**config.mk**
```make
export PLATFORM = sky130hd
export DESIGN_NAME = mem_access_unit
export DESIGN_NICKNAME = d
export VERILOG_FILES = /design/src/rtl/mau_pkg.sv /design/src/rtl/mem_lane_align.sv /design/src/rtl/mem_access_unit.sv
export SDC_FILE = /design/constraint.sdc
export NUM_CORES = 1
export LEC_CHECK = 0
export CAP_MARGIN = 10
export CORE_UTILIZATION = 40
export CTS_CLUSTER_SIZE = 14
export DETAILED_ROUTE_END_ITERATION = 12
export PLACE_DENSITY = 0.68
export SLEW_MARGIN = 15
export SYNTH_ARGS = -nofsm -noshare
export SYNTH_HDL_FRONTEND = slang
export SYNTH_SLANG_ARGS = --single-unit
```
**constraint.sdc**
```tcl
create_clock -name clk -period 2.9 [get_ports clk]
set_input_delay 0.58 -clock clk [delete_from_list [all_inputs] [get_ports clk]]
set_output_delay 0.58 -clock clk [all_outputs]
set_load 0.1 [all_outputs]
```
**src/rtl/mau_pkg.sv**
```systemverilog
// Shared types and lane-width constants for the MIPS load/store access unit.
package mau_pkg;

  typedef enum logic [1:0] {
    BYTE = 2'b00,
    HALF = 2'b01,
    WORD = 2'b10,
    RSVD = 2'b11
  } mau_size_e;

  typedef enum logic [2:0] {
    IDLE,
    READ,
    CAPTURE,
    WRITE,
    RESP
  } mau_state_e;

  localparam int unsigned BYTE_W = 8;
  localparam int unsigned HALF_W = 16;
  localparam int unsigned WORD_W = 32;

endpackage

```
**src/rtl/mem_lane_align.sv**
```systemverilog
// Combinational lane logic: extracts and extends a load lane, or merges store
// bytes into a captured RAM word (little-endian byte lanes).
module mem_lane_align
  import mau_pkg::*;
(
  input  mau_size_e         size,
  input  logic              is_unsigned,
  input  logic [1:0]        addr_lo,
  input  logic [WORD_W-1:0] word_in,
  input  logic [WORD_W-1:0] store_data,
  output logic [WORD_W-1:0] load_data,
  output logic [WORD_W-1:0] merged_word
);

  logic [BYTE_W-1:0] byte_lane;
  logic [HALF_W-1:0] half_lane;
  logic              byte_sign;
  logic              half_sign;

  always_comb begin
    byte_lane = word_in[{addr_lo, 3'b000} +: BYTE_W];
    half_lane = word_in[{addr_lo[1], 4'b0000} +: HALF_W];
    byte_sign = byte_lane[BYTE_W-1] & ~is_unsigned;
    half_sign = half_lane[HALF_W-1] & ~is_unsigned;

    case (size)
      BYTE:    load_data = {{(WORD_W-BYTE_W){byte_sign}}, byte_lane};
      HALF:    load_data = {{(WORD_W-HALF_W){half_sign}}, half_lane};
      default: load_data = word_in;
    endcase
  end

  // Half lanes use addr[1] only, so an odd half address still lands on a half boundary.
  always_comb begin
    merged_word = word_in;
    case (size)
      BYTE:    merged_word[{addr_lo, 3'b000} +: BYTE_W]     = store_data[BYTE_W-1:0];
      HALF:    merged_word[{addr_lo[1], 4'b0000} +: HALF_W] = store_data[HALF_W-1:0];
      default: merged_word = store_data;
    endcase
  end

endmodule

```
**src/rtl/mem_access_unit.sv**
```systemverilog
// Load/store initiator between the execute stage and a word-wide registered RAM.
// Define MAU_MISALIGN_TRAP_EN to turn misaligned half/word accesses into errors.
module mem_access_unit
  import mau_pkg::*;
#(
  parameter int unsigned MEM_BYTES = 16
) (
  input  logic        clk,
  input  logic        rst_n,
  input  logic        req_valid,
  output logic        req_ready,
  input  logic        req_we,
  input  logic [1:0]  req_size,
  input  logic        req_unsigned,
  input  logic [31:0] req_addr,
  input  logic [31:0] req_wdata,
  output logic        rsp_valid,
  output logic [31:0] rsp_rdata,
  output logic        rsp_err,
  output logic        mem_we,
  output logic [31:0] mem_addr,
  output logic [31:0] mem_wdata,
  input  logic [31:0] mem_rdata
);

  localparam logic [32:0] MEM_LIMIT = 33'(MEM_BYTES);

  mau_state_e  state_q, state_d;
  logic        we_q, we_d;
  mau_size_e   size_q, size_d;
  logic        uns_q, uns_d;
  logic [1:0]  lo_q, lo_d;
  logic [31:0] wdata_q, wdata_d;
  logic        mem_we_q, mem_we_d;
  logic [31:0] mem_addr_q, mem_addr_d;
  logic [31:0] mem_wdata_q, mem_wdata_d;
  logic        rsp_valid_q, rsp_valid_d;
  logic [31:0] rsp_rdata_q, rsp_rdata_d;
  logic        rsp_err_q, rsp_err_d;

  mau_size_e   req_size_e;
  logic [31:0] req_wa;
  logic        req_err;
  logic [31:0] load_data;
  logic [31:0] merged_word;

  assign req_size_e = mau_size_e'(req_size);
  assign req_wa     = {req_addr[31:2], 2'b00};

  // Range check is done in 33 bits so addresses near 2^32 cannot wrap into range.
  always_comb begin
    req_err = 1'b0;
    if (req_size_e == RSVD) begin
      req_err = 1'b1;
`ifdef MAU_MISALIGN_TRAP_EN
    end else if ((req_size_e == HALF && req_addr[0]) ||
                 (req_size_e == WORD && req_addr[1:0] != 2'b00)) begin
      req_err = 1'b1;
`endif
    end else if ({1'b0, req_wa} + 33'd3 >= MEM_LIMIT) begin
      req_err = 1'b1;
    end
  end

  mem_lane_align u_lane (
    .size        (size_q),
    .is_unsigned (uns_q),
    .addr_lo     (lo_q),
    .word_in     (mem_rdata),
    .store_data  (wdata_q),
    .load_data   (load_data),
    .merged_word (merged_word)
  );

  always_comb begin
    // NOTE: every _d is defaulted first so no path through the case infers a latch.
    state_d     = state_q;
    we_d        = we_q;
    size_d      = size_q;
    uns_d       = uns_q;
    lo_d        = lo_q;
    wdata_d     = wdata_q;
    mem_we_d    = 1'b0;
    mem_addr_d  = mem_addr_q;
    mem_wdata_d = mem_wdata_q;
    rsp_valid_d = 1'b0;
    rsp_rdata_d = rsp_rdata_q;
    rsp_err_d   = 1'b0;

    case (state_q)
      IDLE: begin
        if (req_valid) begin
          we_d    = req_we;
          size_d  = req_size_e;
          uns_d   = req_unsigned;
          lo_d    = req_addr[1:0];
          wdata_d = req_wdata;
          if (req_err) begin
            state_d     = RESP;
            rsp_valid_d = 1'b1;
            rsp_err_d   = 1'b1;
            rsp_rdata_d = '0;
          end else if (req_we && req_size_e == WORD) begin
            state_d     = WRITE;
            mem_we_d    = 1'b1;
            mem_addr_d  = req_wa;
            mem_wdata_d = req_wdata;
          end else begin
            state_d    = READ;
            mem_addr_d = req_wa;
          end
        end
      end
      READ: state_d = CAPTURE;
      CAPTURE: begin
        // mem_addr already holds the word address, so the write-back reuses it.
        if (we_q) begin
          state_d     = WRITE;
          mem_we_d    = 1'b1;
          mem_wdata_d = merged_word;
        end else begin
          state_d     = RESP;
          rsp_valid_d = 1'b1;
          rsp_rdata_d = load_data;
        end
      end
      WRITE: begin
        state_d     = RESP;
        rsp_valid_d = 1'b1;
        rsp_rdata_d = '0;
      end
      RESP:    state_d = IDLE;
      default: state_d = IDLE;
    endcase
  end

  always_ff @(posedge clk or negedge rst_n) begin
    if (!rst_n) begin
      state_q     <= IDLE;
      we_q        <= 1'b0;
      size_q      <= BYTE;
      uns_q       <= 1'b0;
      lo_q        <= 2'b00;
      wdata_q     <= '0;
      mem_we_q    <= 1'b0;
      mem_addr_q  <= '0;
      mem_wdata_q <= '0;
      rsp_valid_q <= 1'b0;
      rsp_rdata_q <= '0;
      rsp_err_q   <= 1'b0;
    end else begin
      // NOTE: non-blocking so every flop samples the pre-edge values together.
      state_q     <= state_d;
      we_q        <= we_d;
      size_q      <= size_d;
      uns_q       <= uns_d;
      lo_q        <= lo_d;
      wdata_q     <= wdata_d;
      mem_we_q    <= mem_we_d;
      mem_addr_q  <= mem_addr_d;
      mem_wdata_q <= mem_wdata_d;
      rsp_valid_q <= rsp_valid_d;
      rsp_rdata_q <= rsp_rdata_d;
      rsp_err_q   <= rsp_err_d;
    end
  end

  assign req_ready = (state_q == IDLE);
  assign rsp_valid = rsp_valid_q;
  assign rsp_rdata = rsp_rdata_q;
  assign rsp_err   = rsp_err_q;
  assign mem_we    = mem_we_q;
  assign mem_addr  = mem_addr_q;
  assign mem_wdata = mem_wdata_q;

endmodule

```
==> reports/metrics.cfg, run 1 <==
[route]
drtIter0Drc = 606
wirelength_um = 22380
ant_nets = 0
route.met3.wl_um = 1913
dr_total_vias = 6251
viasPerCell = 5.498
dr.pass1.iters = 10
maxUsedRoutingLayer = met4
wl_met1_um = 9728
wl_met2_um = 10250
wl_per_cell_um = 19.69
drc = 24

[worst_setup_path]
critPathLaunchType = flip-flop
end_kind = flip-flop
path_class = reg2reg
cp.arrival_ns = 2.74
required_ns = 3.27
worst-path-max-fanout = 21
r2r_setup_slack_ns = 0.52

[synth]
synth_edf_count = 0
syn_area_per_cell_um2 = 10.55
synth.cell_area_mm2 = 0.007418
ys.flop_type = dfrtp_1
synthArstFlopShare_pct = 100.0
postSynthCellCount = 703
ys_seq_area_share_pct = 46.55
synth-warning-count = 0
synth_cell_types = 42
ys_ff_latch = 138

[timing]
period_share_pct = 81.92
finalSetupViolCount = 0
fmax_mhz = 420.9
rsz0062_at_grt = false
fin_setup_tns_ns = 0
slew_headroom_pct = 20.83
fin_crit_ns = 2.376
hold_viol = 0
slew_violations = 0
tightest_slew_ns = 1.188
setup_ws_ns = 0.5242
clock_skew_ns = 0.01045

[clock_network]
cts-root-buf = clkbuf_16
clk_latency_ns = 0.43
cts_resized = 0
cts_tree = done
cts.sinks = 138
clk_pin_slew_ns = 0.06
cts_buffers = 17
cts_buffer_depth = 2
hold_buffers = 0
cts-htree-levels = 4
post_cts_buffers = 0

[pwr]
comb_power_share_pct = 17.7
cellPowerDensity_mw_per_mm2 = 530.9
swShare_pct = 28.89
seq_power_share_pct = 39.5
power.switching_mw = 1.547
intPower_mw = 3.807
clockPowerShare_pct = 42.8
peakVddDrop_mv = 0.4013
leakage_nw = 4.896

[global_route]
grt_pass1_vias = 6075
overflow = 0
grt_pass1_wl_um = 35250
grt_usage_pct = 24.26
grt_max_degree = 68
antenna_found_initial = 0

[final_layout]
finalNonFillerCells = 1137
syn_to_final_growth_pct = 35.94
final_cell_mix = 137 x dfrtp_1, 120 x buf_4, 101 x clkdlybuf4s50_1, 81 x nand2_1, 66 x mux2_2
multi_input_area_mm2 = 0.003650
drive_gt1_share_pct = 29.74
regArea_mm2 = 0.003455
layout_commonest_cell = dfrtp_1
nets = 1003
diodes = 0
fillers = 1614

[floorplan]
die_h_um = 138.2
core_mm2 = 0.01809
fp.dieW_um = 138.2
std_cell_rows = 49
die_area_mm2 = 0.01910
io_pins = 203
start_util_pct = 41.02

[place]
dp_cells = 1105
post-place-ws_ns = 0.1962
port_buffers = 200
place_congestion = 0.8849
dp_hpwl_um = 16160

[run_status]
status = finished with violations
violations = design-rule violations

[worst_hold_path]
min_path_type = in2async

[flow_run]
cap_violations = 0

[critical path: stages (launching register included)]
cell and delay, ns:
dfrtp_1 0.39, inv_2 0.29, ha_1 0.35, nor4bb_1 0.28, buf_4 0.20, a221oi_1 0.08, a211o_1 0.33, a21oi_1 0.21
mux2_4 0.18
[cells in the mapped netlist (2+ instances only)]
cell	n	share of area, %
buf_2	14	0.94
a21oi_1	48	3.2
a211o_1	7	0.83
inv_1	14	0.71
mux2i_1	16	2.2
nand3b_1	8	0.81
nand2b_1	4	0.34
nor4bb_1	2	0.27
a31oi_1	3	0.25
buf_4	5	0.51
clkbuf_1	29	1.5
a22o_1	32	3.8
buf_6	5	0.76
nor3_1	18	1.2
nand2_1	81	4.1
o21ai_0	4	0.27
and2_1	8	0.67
nor2_1	43	2.2
ha_1	5	0.84
nor2b_1	48	4.0
mux2_2	66	10
nand3_1	2	0.13
mux2_4	29	5.9
dfrtp_1	138	47
nor3_2	2	0.27
a221oi_1	40	4.7
buf_1	2	0.10
nand4_1	2	0.17
nor4_1	8	0.67
or2_2	8	0.67
[routing by layer]
metal | track usage (%) | up-vias
li1 | - | 2898
met1 | 32.52 | 3024
met2 | 37.49 | 288
met3 | 7.516 | 41
met4 | 7.688 | 0
met5 | 0 | -
[kinds of logic (layout without fill, tap and decap cells)]
family                   after synthesis  in the layout  synth area share [%]
AO/OA/AOI/OAI                        142            142                 14.17
AND/OR/NAND/NOR                      236            236                 15.80
adder cells (fa/ha/maj)                5              5                0.8433
other                                  1              2               0.05055
multiplexers                         111            111                 18.05
buffers and inverters                 70            274                 4.537
flip-flops                           138            138                 46.55
[power groups by stage]
stage	clock, mW	combinational (mW)	sequential [mW]
2_1_floorplan	0	0.565	2.11
3_3_place_gp	0	0.932	2.14
3_5_place_dp	0	0.940	2.14
4_1_cts	2.32	0.943	2.11
5_1_grt	2.42	1.03	2.12
6_report	2.29	0.947	2.11
[layout make-up]
class                   count  share of cell area [%]
flip-flops and latches    138                   34.26
well taps                 229                   2.841
clock inverters            15                   1.873
clock buffers              17                   4.218
multi-input cells         496                   36.19
inverters                  15                  0.5583
repair buffers            227                   20.06
[final timing paths]
| kind | startpoint | cells after the start | endpoint |
|---|---|---|---|
| max in group asynchronous | rst_n | 2 | mem_addr[18] |
| worst min-delay path | rst_n | 1 | wdata_q[26] |
| worst min register to register | wdata_q[31] | 2 | wdata_q[31] |
| worst max-delay path | lo_q[1] | 8 | mem_wdata[30] |
| worst max register to register | lo_q[1] | 8 | mem_wdata[30] |
| min in group clk | wdata_q[31] | 2 | wdata_q[31] |
[stage by stage]
stage	area (um^2)	hold WS, ns	util, %	power (mW)
floorplan	7428	0.2844	-	2.672
global placement	9468	0.4578	52.35	3.073
detailed placement	9468	0.4635	52.35	3.082
CTS	10080	0.1850	55.75	5.373
global route	10080	0.1869	55.76	5.566
finish	10080	0.1389	55.76	5.354
[registers in the layout, indices dropped and copies added, names as in the netlist]
register   count
mem_addr      30
mem_we         1
state_q        3
mem_wdata     32
lo_q           2
rsp_rdata     32
we_q           1
wdata_q       32
rsp_valid      1
size_q         2
uns_q          1
rsp_err        1
Note: power is estimated with default switching activity, not from simulation.
==> inputs of run 2 (changes only) <==
==> constraint.sdc (replaced) <==
create_clock -name clk -period 2.4 [get_ports clk]
set_input_delay 0.48 -clock clk [delete_from_list [all_inputs] [get_ports clk]]
set_output_delay 0.48 -clock clk [all_outputs]
set_load 0.1 [all_outputs]
==> run 2 against run 1 <==
The flow finishes with violations (design-rule violations, negative hold slack). Sequential power increased by 21%. Via count grew 1.9%. Largest cell class unchanged. Register-to-register slack got worse by 0.38 ns.
==> reports/metrics.cfg, run 2 (synthesized netlist as in run 1, its figures left out) <==
[run_status]
status = finished with violations
violations = design-rule violations, negative hold slack

[floorplan]
die_h_um = 138.2
io_pins = 203
std_cell_rows = 49
start_util_pct = 41.02
die_area_mm2 = 0.01910
fp.dieW_um = 138.2
core_mm2 = 0.01809

[route]
wl_per_cell_um = 19.58
dr_total_vias = 6370
dr.pass1.iters = 10
wirelength_um = 22640
drtIter0Drc = 534
ant_nets = 0
viasPerCell = 5.510
drc = 28

[place]
dp_hpwl_um = 16700
post-place-ws_ns = -0.1633
place_congestion = 0.8879
port_buffers = 200
placed_cell_area_mm2 = 0.009646

[clock_network]
cts_resized = 0
hold_buffers = 0
cts_tree = done
clk_latency_ns = 0.42
post_cts_buffers = 0
cts-htree-levels = 4
cts_buffers = 17
cts-root-buf = clkbuf_16
cts_buffer_depth = 2
cts.sinks = 138
clk_pin_slew_ns = 0.06

[worst_setup_path]
worst-path-max-fanout = 22
path_class = reg2reg
required_ns = 2.76
cp.arrival_ns = 2.62
r2r_setup_slack_ns = 0.15
critPathLaunchType = flip-flop
end_kind = flip-flop

[pwr]
cellPowerDensity_mw_per_mm2 = 614.8
leakage_nw = 4.973
peakVddDrop_mv = 0.5839

[final_layout]
fin_area_mm2 = 0.01021
diodes = 0
drive_gt1_share_pct = 31.07
fillers = 1564
final_cell_mix = 137 x dfrtp_1, 137 x buf_4, 101 x clkdlybuf4s50_1, 80 x nand2_1, 66 x mux2_2
utilization_pct = 56.46
syn_to_final_growth_pct = 37.66
nets = 1022

[timing]
fmax_mhz = 443.9
clock_skew_ns = 0.007907
slew_headroom_pct = 49.58
whs_ns = -0.003814
setup_ws_ns = 0.1471
fin_crit_ns = 2.253
hold_viol = 4
tightest_slew_ns = 0.7563
rsz0062_at_grt = false
period_share_pct = 93.87
slew_violations = 0
finalSetupViolCount = 0

[worst_hold_path]
min_path_type = in2async

[global_route]
grt_max_degree = 52
grt_usage_pct = 24.42
grt_pass1_vias = 6171
grt_pass1_wl_um = 35690
overflow = 0
antenna_found_initial = 1

[flow_run]
cap_violations = 0

## run 2: area by class of cell
| cell class | count | area (um^2) | area share, % |
|---|---|---|---|
| clock buffer | 18 | 429.2 | 4.202 |
| clock inverter | 14 | 137.6 | 1.348 |
| inverter | 15 | 56.30 | 0.5513 |
| multi-input combinational | 496 | 3657 | 35.81 |
| sequential | 138 | 3455 | 33.83 |
| tap | 229 | 286.5 | 2.806 |
| timing repair buffer | 246 | 2191 | 21.45 |
## run 2: per-stage QoR
stage | hold slack [ns] | total power [mW] | TNS (ns) | std cells
after floorplan | 0.1844 | 3.235 | -3.939 | 704
after global placement | 0.4570 | 3.773 | -5.517 | 1124
after detailed placement | 0.4603 | 3.777 | -7.202 | 1124
after CTS | 0.006392 | 6.325 | 0 | 1156
after global routing | 0.02385 | 6.538 | 0 | 1156
final | -0.003814 | 6.279 | 0 | 1156
## run 2: critical path, stage by stage, from the launching register on
cell and delay [ns]:
dfrtp_1 0.36, buf_4 0.30, ha_1 0.22, nor4bb_1 0.36, buf_4 0.22, a221oi_1 0.08
a211o_1 0.34, a21oi_1 0.16, mux2_4 0.16
## run 2: layer usage
layer	track usage, %	up-vias	part of all wire, %
li1	-	2937	-
met1	32.61	3085	43
met2	37.81	312	46
met3	7.967	34	9.1
met4	7.274	2	1.8
met5	0	-	0.071
## run 2: power by group
part	internal (mW)	switching, mW
clock network	1.44	1.08
logic	0.563	0.645
registers	2.42	0.126
total	4.43	1.85
## run 2: worst paths after layout
kind,from,endpoint,cells after the start
max,lo_q[1],mem_wdata[29],8
min,rst_n,mem_addr[11],1
max reg2reg,lo_q[1],mem_wdata[29],8
min reg2reg,wdata_q[27],wdata_q[27],2
max in group asynchronous,rst_n,wdata_q[21],2
min in group clk,wdata_q[27],wdata_q[27],2
==> inputs of run 3 (changes only) <==
--- a/config.mk
+++ b/config.mk
@@ -5,6 +5,7 @@
 export SDC_FILE = /design/constraint.sdc
 export NUM_CORES = 1
 export LEC_CHECK = 0
+export ABC_CLOCK_PERIOD_IN_PS = 2200
 export CAP_MARGIN = 10
 export CORE_UTILIZATION = 40
 export CTS_CLUSTER_SIZE = 14
==> constraint.sdc (replaced) <==
create_clock -name clk -period 2.2 [get_ports clk]
set_input_delay 0.44 -clock clk [delete_from_list [all_inputs] [get_ports clk]]
set_output_delay 0.44 -clock clk [all_outputs]
set_load 0.1 [all_outputs]
==> run 3 against run 2 <==
The run ends with design-rule violations left. Via count down 0.68%. Wire length up 0.49%. Count of clock-buffer cells in the layout down 1. Clock skew down 0.0021 ns. Die area unchanged. Setup slack worse by 0.084 ns. Critical path depth unchanged. First-iteration DRC count up 13%. Cell area up 1.7%. Power up 12%. Global-route usage up 0.27 points.
==> reports/metrics.cfg, run 3 (synthesized netlist as in run 1, its figures left out) <==
[run_status]
status = finished with violations
violations = design-rule violations

[route]
ant_nets = 0
wl_per_cell_um = 19.58
drtIter0Drc = 603
dr.pass1.iters = 11
wirelength_um = 22750
viasPerCell = 5.445
dr_total_vias = 6327
drc = 30

[clock_network]
cts_buffers = 17
cts-htree-levels = 4
cts_tree = done
cts.sinks = 138
cts_buffer_depth = 2
clk_pin_slew_ns = 0.06
clk_latency_ns = 0.42
cts-root-buf = clkbuf_16

[place]
port_buffers = 200
place_congestion = 0.8867
placed_cell_area_mm2 = 0.009733
dp_cells = 1128
dp_hpwl_um = 16420
post-place-ws_ns = -0.4502

[final_layout]
drive_gt1_share_pct = 32.26
fin_area_mm2 = 0.01039
final_cell_mix = 138 x buf_4, 137 x dfrtp_1, 101 x clkdlybuf4s50_1, 80 x nand2_1, 64 x mux2_2
finalNonFillerCells = 1162
layout_commonest_cell = buf_4
utilization_pct = 57.43
diodes = 0
syn_to_final_growth_pct = 40.01
nets = 1028

[timing]
tightest_slew_ns = 0.7221
finalSetupViolCount = 0
fmax_mhz = 467.9
hold_viol = 0
slew_violations = 0
clock_skew_ns = 0.005787
period_share_pct = 97.14
setup_ws_ns = 0.06289
fin_crit_ns = 2.137
slew_headroom_pct = 51.64
fin_setup_tns_ns = 0
whs_ns = 0.4810

[worst_setup_path]
cp.arrival_ns = 2.44
worst-path-max-fanout = 16
slowest_stage = dfrtp_1
cp_num_buf_inv = 3
path_class = reg2reg
slowest_delay_ns = 0.41
crit_top_cell = buf_4
end_kind = flip-flop
critPathLaunchType = flip-flop
required_ns = 2.51
cp_cell_sequence = buf_12 -> buf_4 -> mux2i_2 -> nand2_1 -> a31oi_1 -> buf_4 -> a221oi_1 -> mux2_2
path_delay_family = multiplexers

[global_route]
grt_usage_pct = 24.69
grt_pass1_wl_um = 36260
grt_max_degree = 88
antenna_found_initial = 0
grt_pass1_vias = 6394
overflow = 0

[floorplan]
fp.dieW_um = 138.2
std_cell_rows = 49
start_util_pct = 41.02
die_h_um = 138.2
die_area_mm2 = 0.01910
core_mm2 = 0.01809
io_pins = 203

[pwr]
leakage_nw = 5.052
total_power_mw = 7.060
peakVddDrop_mv = 0.5354
cellPowerDensity_mw_per_mm2 = 679.8

[flow_run]
cap_violations = 0

[worst_hold_path]
min_path_type = reg2reg

[run 3: per-layer routing]
layer / up-vias / track usage (%) / part of all wire (%)
li1: 2945 / - / -
met3: 30 / 7.932 / 9.2
met4: 0 / 8.693 / 2.2
met2: 310 / 38.45 / 46
met1: 3042 / 32.35 / 42
met5: - / 0 / 0
[run 3: worst paths after layout]
check	startpoint	end	slack (ns)	cells after the start
max in group asynchronous	rst_n	rsp_rdata[10]	1.08	3
worst min-delay path	wdata_q[27]	wdata_q[27]	0.48	2
worst max register to register	lo_q[1]	rsp_rdata[11]	0.06	8
min in group asynchronous	rst_n	wdata_q[8]	0.50	2
worst max-delay path	lo_q[1]	rsp_rdata[11]	0.06	8
worst min register to register	wdata_q[27]	wdata_q[27]	0.48	2
[run 3: worst min-delay path: cells and delay by family (launching register included)]
family,cells,cell delay [ns]
flip-flops,1,0.34
AND/OR/NAND/NOR,2,0.11
[run 3: what timing repair did]
item                       CTS  global route
hold buffers                 1             0
hold endpoints to repair    38             0
setup buffers                0             1
setup endpoints to repair   18            58
gates resized for setup      2             6
[run 3: cell type report]
class                   instances  area [um^2]
fillers                      1563         7700
multi-input cells             496         3701
flip-flops and latches        138         3455
repair buffers                252         2288
clock buffers                  17        425.4
well taps                     229        286.5
clock inverters                15        173.9
inverters                      15        56.30
[run 3: report_power, final]
| group | switching [mW] | internal (mW) |
|---|---|---|
| registers | 0.131 | 2.64 |
| clock network | 1.15 | 1.78 |
| logic | 0.720 | 0.636 |
